`src/rtl/vend_pkg.sv`:
```
// Shared types and coin helpers for the vending transaction controller.
//   state_t      - transaction FSM states
//   COIN_*       - 2-bit coin codes (coin_type / change_type encoding)
//   VAL_*        - coin values in credit units
//   coin_value() - code-to-value map, shared by acceptance and change paths
package vend_pkg;

    localparam int unsigned COIN_VW = 5;

    typedef enum logic [2:0] {
        ST_IDLE     = 3'd0,
        ST_PRICE    = 3'd1,
        ST_COLLECT  = 3'd2,
        ST_DISPENSE = 3'd3,
        ST_CHANGE   = 3'd4
    } state_t;

    localparam logic [1:0] COIN_1  = 2'b00;
    localparam logic [1:0] COIN_5  = 2'b01;
    localparam logic [1:0] COIN_10 = 2'b10;
    localparam logic [1:0] COIN_25 = 2'b11;

    localparam logic [COIN_VW-1:0] VAL_1  = 5'd1;
    localparam logic [COIN_VW-1:0] VAL_5  = 5'd5;
    localparam logic [COIN_VW-1:0] VAL_10 = 5'd10;
    localparam logic [COIN_VW-1:0] VAL_25 = 5'd25;

    function automatic logic [COIN_VW-1:0] coin_value(input logic [1:0] code);
        logic [COIN_VW-1:0] v;
        case (code)
            COIN_1:  v = VAL_1;
            COIN_5:  v = VAL_5;
            COIN_10: v = VAL_10;
            default: v = VAL_25;
        endcase
        return v;
    endfunction

endpackage

```
`src/rtl/vend_txn_ctrl_change_coin_sel.sv`:
```
// Largest-coin encoder: returns the code of the biggest coin not exceeding
// amount. Used for both refunds and change.
//   amount  in  CW  credit to be returned
//   code_c  out 2   coin code (combinational)
module change_coin_sel
    import vend_pkg::*;
#(
    parameter int unsigned CW = 7
) (
    input  logic [CW-1:0] amount,
    output logic [1:0]    code_c
);

    always_comb begin
        code_c = COIN_1;
        if (amount >= CW'(VAL_25))      code_c = COIN_25;
        else if (amount >= CW'(VAL_10)) code_c = COIN_10;
        else if (amount >= CW'(VAL_5))  code_c = COIN_5;
    end

endmodule

```
`src/rtl/vend_txn_ctrl.sv`:
```
// Vending transaction controller sitting downstream of the 8-way price mux.
// Registers the item selection (drives mux_sel), samples the returned price,
// accumulates coin credit, issues a one-cycle vend and pays out change or a
// refund one coin at a time, largest first.
//   clk, rst_n            clock, async active-low reset
//   sel_valid, item_sel   item selection (IDLE only)
//   mux_sel, price        price mux select out / price in (0 = sold out)
//   coin_valid, coin_type coin insertion strobe and code
//   cancel                refund request (COLLECT only)
//   change_ready          dispenser handshake
//   coin_reject           coin not credited (pulse, one cycle after the coin)
//   sel_error             sold-out pulse, decoded in PRICE from the mux loop
//   vend, vend_item       dispense command and item
//   change_valid/_type    change coin offer
//   credit                current credit
//   busy                  not IDLE
module vend_txn_ctrl
    import vend_pkg::*;
#(
    parameter int unsigned MAX_CREDIT = 99,
    parameter int unsigned CW         = 7
) (
    input  logic          clk,
    input  logic          rst_n,
    input  logic          sel_valid,
    input  logic [2:0]    item_sel,
    output logic [2:0]    mux_sel,
    input  logic [5:0]    price,
    input  logic          coin_valid,
    input  logic [1:0]    coin_type,
    input  logic          cancel,
    input  logic          change_ready,
    output logic          coin_reject,
    output logic          sel_error,
    output logic          vend,
    output logic [2:0]    vend_item,
    output logic          change_valid,
    output logic [1:0]    change_type,
    output logic [CW-1:0] credit,
    output logic          busy
);

    localparam int unsigned SW = CW + 1;

    state_t        state, state_d;
    logic [5:0]    price_q, price_d;
    logic [2:0]    mux_sel_d;
    logic [CW-1:0] credit_d;
    logic          coin_reject_d;
    logic          vend_d;
    logic [2:0]    vend_item_d;
    logic          change_valid_d;
    logic [1:0]    change_type_d;
    logic          busy_d;

    logic          coin_open;
    logic [SW-1:0] coin_sum;
    logic [CW-1:0] change_val;

    // One extra bit on the sum so the overflow guard is exact.
    assign coin_sum   = {1'b0, credit} + SW'(coin_value(coin_type));
    assign change_val = CW'(coin_value(change_type));
    assign coin_open  = (state == ST_IDLE) || ((state == ST_COLLECT) && !cancel);

    // Sold-out is flagged in the same cycle the mux returns the price.
    assign sel_error  = (state == ST_PRICE) && (price == 6'd0);

    // Change code follows next-cycle credit so it is registered alongside it.
    change_coin_sel #(.CW(CW)) u_change_sel (
        .amount (credit_d),
        .code_c (change_type_d)
    );

    // Next-state, credit and output decode.
    always_comb begin
        state_d       = state;
        price_d       = price_q;
        mux_sel_d     = mux_sel;
        credit_d      = credit;
        coin_reject_d = 1'b0;
        vend_d        = 1'b0;
        vend_item_d   = 3'd0;

        // Coin acceptance; anything not credited is rejected.
        if (coin_valid) begin
            if (coin_open && (coin_sum <= SW'(MAX_CREDIT))) begin
                credit_d = coin_sum[CW-1:0];
            end else begin
                coin_reject_d = 1'b1;
            end
        end

        case (state)
            ST_IDLE: begin
                if (sel_valid) begin
                    mux_sel_d = item_sel;
                    state_d   = ST_PRICE;
                end
            end
            ST_PRICE: begin
                price_d = price;
                state_d = (price == 6'd0) ? ST_IDLE : ST_COLLECT;
            end
            ST_COLLECT: begin
                if (cancel) begin
                    state_d = (credit == '0) ? ST_IDLE : ST_CHANGE;
                end else if (credit >= CW'(price_q)) begin
                    state_d     = ST_DISPENSE;
                    vend_d      = 1'b1;
                    vend_item_d = mux_sel;
                end
            end
            ST_DISPENSE: begin
                credit_d = credit - CW'(price_q);
                state_d  = (credit_d != '0) ? ST_CHANGE : ST_IDLE;
            end
            ST_CHANGE: begin
                if (change_valid && change_ready) begin
                    credit_d = credit - change_val;
                end
                if (credit_d == '0) begin
                    state_d = ST_IDLE;
                end
            end
            default: begin
                state_d = ST_IDLE;
            end
        endcase

        change_valid_d = (state_d == ST_CHANGE) && (credit_d != '0);
        busy_d         = (state_d != ST_IDLE);
    end

    // State and output registers.
    always_ff @(posedge clk or negedge rst_n) begin
        if (!rst_n) begin
            state        <= ST_IDLE;
            price_q      <= 6'd0;
            mux_sel      <= 3'd0;
            credit       <= '0;
            coin_reject  <= 1'b0;
            vend         <= 1'b0;
            vend_item    <= 3'd0;
            change_valid <= 1'b0;
            change_type  <= 2'b00;
            busy         <= 1'b0;
        end else begin
            state        <= state_d;
            price_q      <= price_d;
            mux_sel      <= mux_sel_d;
            credit       <= credit_d;
            coin_reject  <= coin_reject_d;
            vend         <= vend_d;
            vend_item    <= vend_item_d;
            change_valid <= change_valid_d;
            change_type  <= change_type_d;
            busy         <= busy_d;
        end
    end

endmodule
```
`config.mk`:
```
export PLATFORM = sky130hd
export DESIGN_NAME = vend_txn_ctrl
export DESIGN_NICKNAME = d
export VERILOG_FILES = /design/src/rtl/vend_pkg.sv /design/src/rtl/vend_txn_ctrl_change_coin_sel.sv /design/src/rtl/vend_txn_ctrl.sv
export SDC_FILE = /design/constraint.sdc
export NUM_CORES = 1
export LEC_CHECK = 0
export ABC_AREA = 1
export CORE_UTILIZATION = 35
export DETAILED_ROUTE_END_ITERATION = 16
export PLACE_DENSITY_LB_ADDON = 0.12
export SKIP_CTS_REPAIR_TIMING = 1
export SLEW_MARGIN = 20
export SYNTH_ARGS = -nofsm -noshare
export SYNTH_HDL_FRONTEND = slang
export SYNTH_SLANG_ARGS = --single-unit
```
`constraint.sdc`:
```
create_clock -name clk -period 2.5 [get_ports clk]
set_input_delay 0.375 -clock clk [delete_from_list [all_inputs] [get_ports clk]]
set_output_delay 0.375 -clock clk [all_outputs]
set_load 0.005 [all_outputs]
```
==> out/metrics.csv, run 1 <==
metric,value,unit
period_needed,2.589,ns
power.switching,2754,uW
row_count,29,
gp_congestion,0.9558,
antenna_found_initial,0,
wire_per_inst,12.86,um
max-slew-margin-rel,71.28,%
grt.total_usage,18.64,%
status,"complete, but fails checks",
yosys.area_share.simple,38.08,%
htreeDepth,1,
ys_top_cells_by_area,"dfrtp_1 (29%), nand2_1 (15%), inv_1 (8.8%)",
setup_ws,-0.08945,ns
start_util,37.04,%
detailedPlace.worstSlack,-0.6732,ns
clkLatencyLatePin,0.27,ns
cts_buffers,3,
critPathMaxFanout,5,
fin_nets,468,
ir_worst_vdd,0.6320,mV
p_per_area,1685,nW/um^2
syn_inst,350,
postRouteAntennaNets,0,
yosys.area_share.adder,10.88,%
p_leak,0.001766,uW
synth_area_leader_cell,dfrtp_1,
synth_top_family_by_area,simple AND/OR/NAND/NOR gates,
die-height,84.68,um
drive_gt1_share,25.29,%
fillers,643,
synth.cell_area,2392,um^2
yosys_warnings,0,
rsz0062_at_grt,yes,
setup_viol,5,
startpoint_type,flip-flop,
regArea,703.2,um^2
hold_viol,0,
grt_pass1_vias,2376,
vias_per_cell,4.941,
critPathCaptureType,flip-flop,
pwr-share-seq,14.7,%
period_share,103.6,%
synth_cell_types,33,
drt_iter0_markers,177,
synth_top_cell_area_share,29.29,%
synth_edf_count,0,
port_buffers,36,
grt_max_degree,29,
timing.final.max_slew_violations,0,
clkSinkCount,28,
synth.mux.area_fraction,0,%
worstPathRequired,2.67,ns
syn_nets,386,
firstDrtPassIters,6,
path_clk_slew,0.10,ns
hold_path.class,input port to async pin,
grt_pass1_wl,10700,um
criticalPathCategory,flip-flop to flip-flop,
crit_arrival,2.76,ns
violations,negative setup slack,
async_reset_ff_share,100.0,%
syn_area_per_cell,6.835,um^2
ys_seq_elements,28,
ys.flop_type,dfrtp_1,
place_area,3143,um^2
root_buffer,clkbuf_8,
synth_xor_area_share,3.295,%
maxCapViolCount,0,
die-area,7170,um^2
fin_area,3383,um^2
cts_buffer_depth,2,
dp_hpwl,5214,um
p_clk_share,6.2,%
multi_input_comb_area,1562,um^2
comb_power_share,79.1,%
finalSetupTns,-0.3485,ns
wl,6535,um
cts_tree,yes,
core,6459,um^2
num_vias,2510,
drc,0,
intPower,2948,uW
skew,0.002720,ns
die_w,84.68,um
grt-ovfl-total,0,
yosysSeqAreaShare,29.29,%
diodes,0,
io_pins,37,
switching_share,48.30,%
synth_compound_area_share,7.113,%
worst_pin_slew,0.4292,ns
area_delta_synth_final,41.42,%
fmax,386.2,MHz
per-layer routing:
metal	GRT usage (%)	vias up	routed length, um
met2	31.19	49	3149
li1	-	1280	-
met5	0	-	0
met1	25.41	1171	3029
met4	5.855	0	126
met3	1.868	10	230
path summary, 6_finish.rpt:
kind,depth (start not counted),startpoint,slack (ns),endpoint
worst max-delay path,21,credit[0],-0.09,busy
worst min-delay path,2,rst_n,0.46,price_q[3]
worst max register to register,21,credit[0],-0.09,busy
worst min register to register,2,price_q[0],0.52,price_q[0]
max in group asynchronous,2,rst_n,1.75,credit[0]
min in group clk,2,price_q[0],0.52,price_q[0]
area by class of cell:
type / instances / area share, %
clock buffers: 3 / 1.220
clock inverters: 1 / 0.8876
inverters: 62 / 6.879
multi-input cells: 255 / 46.15
flip-flops and latches: 28 / 20.78
well taps: 77 / 2.848
repair buffers: 82 / 21.23
metrics by stage:
| step | hold slack (ns) | power (uW) | utilization, % | instances |
|---|---|---|---|---|
| final | 0.4648 | 5702 | 52.38 | 508 |
| after global placement | 0.4833 | 4911 | 48.66 | 501 |
| after detailed placement | 0.4986 | 4942 | 48.66 | 501 |
| after floorplan | 0.07941 | 3318 | - | 350 |
| after global routing | 0.4824 | 6290 | 52.38 | 508 |
| after CTS | 0.4801 | 5323 | 49.77 | 505 |
logic make-up (layout without fill, tap and decap cells):
group / after synthesis / after routing
XOR/XNOR: 9 / 9
adder cells (fa/ha/maj): 19 / 19
AO/OA/AOI/OAI: 30 / 30
AND/OR/NAND/NOR: 196 / 197
buffers and inverters: 68 / 148
flip-flops: 28 / 28
power by group through the flow:
stage          Sequential (uW)  Combinational (uW)  Clock, uW
2_1_floorplan              841                2480          0
3_3_place_gp               826                4090          0
3_5_place_dp               828                4110          0
4_1_cts                    820                4130        370
5_1_grt                    865                5040        389
6_report                   838                4510        356
cells in the final DEF (no fill, tap or decap), types with 5 or more instances in the layout:
master,Yosys,routed
or2_2,5,5
xor2_1,5,5
a21oi_1,13,11
ha_1,16,12
clkdlybuf4s50_1,0,34
nand2_2,10,17
nand2_1,98,91
buf_4,2,44
dfrtp_1,28,26
nand3_1,33,30
nor2_1,23,21
o21ai_0,9,6
inv_1,56,52
nand3_2,4,7
nand4_1,13,13
inv_2,5,9
cells in the mapped netlist, types with 2 or more instances:
master and count:
a21oi_1 13, a31oi_1 2, buf_4 2, clkbuf_1 2, dfrtp_1 28, fa_1 3
ha_1 16, inv_1 56, inv_2 5, nand2_1 98, nand2_2 10, nand3_1 33
nand3_2 4, nand4_1 13, nor2_1 23, nor2_2 4, nor3_1 2, nor4_1 2
o21ai_0 9, or2_2 5, xnor2_1 4, xor2_1 5
registers in the layout (all words and copies together) (netlist names):
signal / cells
credit: 7
state: 3
vend: 1
change_valid: 1
busy: 1
price_q: 6
coin_reject: 1
mux_sel: 3
vend_item: 3
change_type: 2
critical path: stages, from the launching register on:
cell,delay (ns)
dfrtp_2,0.46
ha_4,0.18
fa_2,0.38
nand2_2,0.08
nand3_2,0.07
nand3_2,0.08
nand2_1,0.05
nand2_1,0.06
nand2_2,0.08
nand3_4,0.11
buf_6,0.12
nand4_1,0.14
nand2_1,0.11
nand2_1,0.06
nand2_1,0.06
nand2_1,0.04
nor2_1,0.09
nand2_1,0.06
nand2_1,0.06
nand2_1,0.06
nand2_2,0.08
nand2_1,0.05
Note: power is estimated with default switching activity, not from simulation.
==> run 2: changes to the inputs <==
--- a/config.mk
+++ b/config.mk
@@ -6,9 +6,9 @@
 export NUM_CORES = 1
 export LEC_CHECK = 0
 export ABC_AREA = 1
-export CORE_UTILIZATION = 35
+export CORE_UTILIZATION = 49
 export DETAILED_ROUTE_END_ITERATION = 16
-export PLACE_DENSITY_LB_ADDON = 0.12
+export PLACE_DENSITY = 0.84
 export SKIP_CTS_REPAIR_TIMING = 1
 export SLEW_MARGIN = 20
 export SYNTH_ARGS = -nofsm -noshare
==> out/metrics.csv, run 2 (synthesized netlist as in run 1, its figures left out) <==
metric,value,unit
critPathMaxFanout,4,
wl,6436,um
finalHoldWorstSlack,0.4673,ns
status,"complete, but fails checks",
firstDrtPassIters,5,
htreeDepth,1,
start_util,50.65,%
antenna_found_initial,0,
p_leak,0.001722,uW
path_clk_slew,0.09,ns
hold_viol,0,
worstPathRequired,2.67,ns
largestRegisters,"credit x7, price_q x6",
die-area,5165,um^2
startpoint_type,flip-flop,
critPathMaxStageDelay,0.45,ns
layout_commonest_cell,nand2_1,
drc,0,
largest_reg_flops,7,
layout.cells.non_filler,487,
place_area,3055,um^2
gp_congestion,0.9757,
rsz0062_at_grt,yes,
grt_pass1_wl,10430,um
fin_nets,457,
ir_worst_vdd,0.9033,mV
cts_buffers,3,
drt_iter0_markers,203,
violations,negative setup slack,
maxCapViolCount,0,
max-slew-margin-rel,71.30,%
criticalPathCategory,flip-flop to flip-flop,
dp_hpwl,5027,um
p_per_area,1661,nW/um^2
grt-ovfl-total,0,
fmax,383.8,MHz
drive_gt1_share,20.00,%
root_buffer,clkbuf_8,
regMostFlops,credit,
setup_viol,5,
cts_tree,yes,
area_delta_synth_final,34.68,%
io_pins,37,
period_share,104.2,%
diodes,0,
skew,0.004153,ns
postRouteAntennaNets,0,
fin_area,3222,um^2
die-height,71.87,um
hold_path.class,input port to async pin,
worst_pin_slew,0.4289,ns
slowest_stage,dfrtp_2,
final_cell_mix,"nand2_1 (94), inv_1 (54), clkdlybuf4s50_1 (34)",
grt_max_degree,29,
vias_per_cell,5.211,
grt_pass1_vias,2403,
critPathCaptureType,flip-flop,
num_vias,2538,
row_count,25,
wire_per_inst,13.22,um
p_total,5353,uW
cts_buffer_depth,2,
timing.final.max_slew_violations,0,
clkSinkCount,28,
worst_path_most_repeated_cell,nand2_1,
port_buffers,36,
clkLatencyLatePin,0.28,ns
dp_cells,481,
path_cells,"ha_4, fa_2, nand2_2, nand3_2, nand3_1, nand2_1, nand3_2, nand3_4, buf_4, nand4_1, nand3_2, nand2_1, nand2_1, nor2_1, nand2_1, nand2_1, nand2_1, nand2_2, nand2_1",
grt.total_usage,25.82,%
post-route-util,68.21,%
setup_ws,-0.1054,ns
die_w,71.87,um
crit_arrival,2.78,ns
period_needed,2.605,ns
core,4723,um^2
==> run 2: final timing paths <==
check,slack [ns],to,start,cells after the start
max,-0.11,busy,credit[0],19
min,0.47,price_q[4],rst_n,2
max reg2reg,-0.11,busy,credit[0],19
min reg2reg,0.52,vend_item[2],mux_sel[2],2
max in group asynchronous,1.76,credit[0],rst_n,2
min in group clk,0.52,vend_item[2],mux_sel[2],2
==> run 2: per-layer routing <==
layer  track usage, %  vias to the layer above  wire length (um)
li1                 -                     1256                 -
met1            30.54                     1168              2612
met2            46.86                       89              3207
met3            2.672                       25               370
met4            11.98                        0               245
met5                0                        -                 0
==> run 2: power breakdown <==
group,switching [uW],total (uW),leakage [uW],internal [uW]
combinational,2330,4160,0.00135,1830
sequential,172,834,0.000339,663
clock,140,355,0.0000357,214
total,2640,5350,0.00172,2710
==> run 2: cell type report <==
type / count / area (um^2)
repair buffers: 72 / 640.6
clock inverters: 1 / 30.03
well taps: 67 / 83.83
flip-flops and latches: 28 / 701.9
multi-input cells: 254 / 1491
inverters: 62 / 232.7
fillers: 400 / 1501
clock buffers: 3 / 41.29
==> run 2: critical path, delay by kind of cell (launching register included) <==
| kind | cells | cell delay, ns |
|---|---|---|
| adder cells (fa/ha/maj) | 2 | 0.58 |
| flip-flops | 1 | 0.45 |
| AND/OR/NAND/NOR | 16 | 1.32 |
| buffers and inverters | 1 | 0.16 |
==> run 2: metrics by stage <==
stage / TNS (ns) / setup WS (ns)
detailed placement: -6.166 / -0.6818
global route: -1.389 / -0.2898
CTS: -2.588 / -0.4032
floorplan: 0 / 0.02098
finish: -0.4593 / -0.1054
global placement: -4.943 / -0.5803
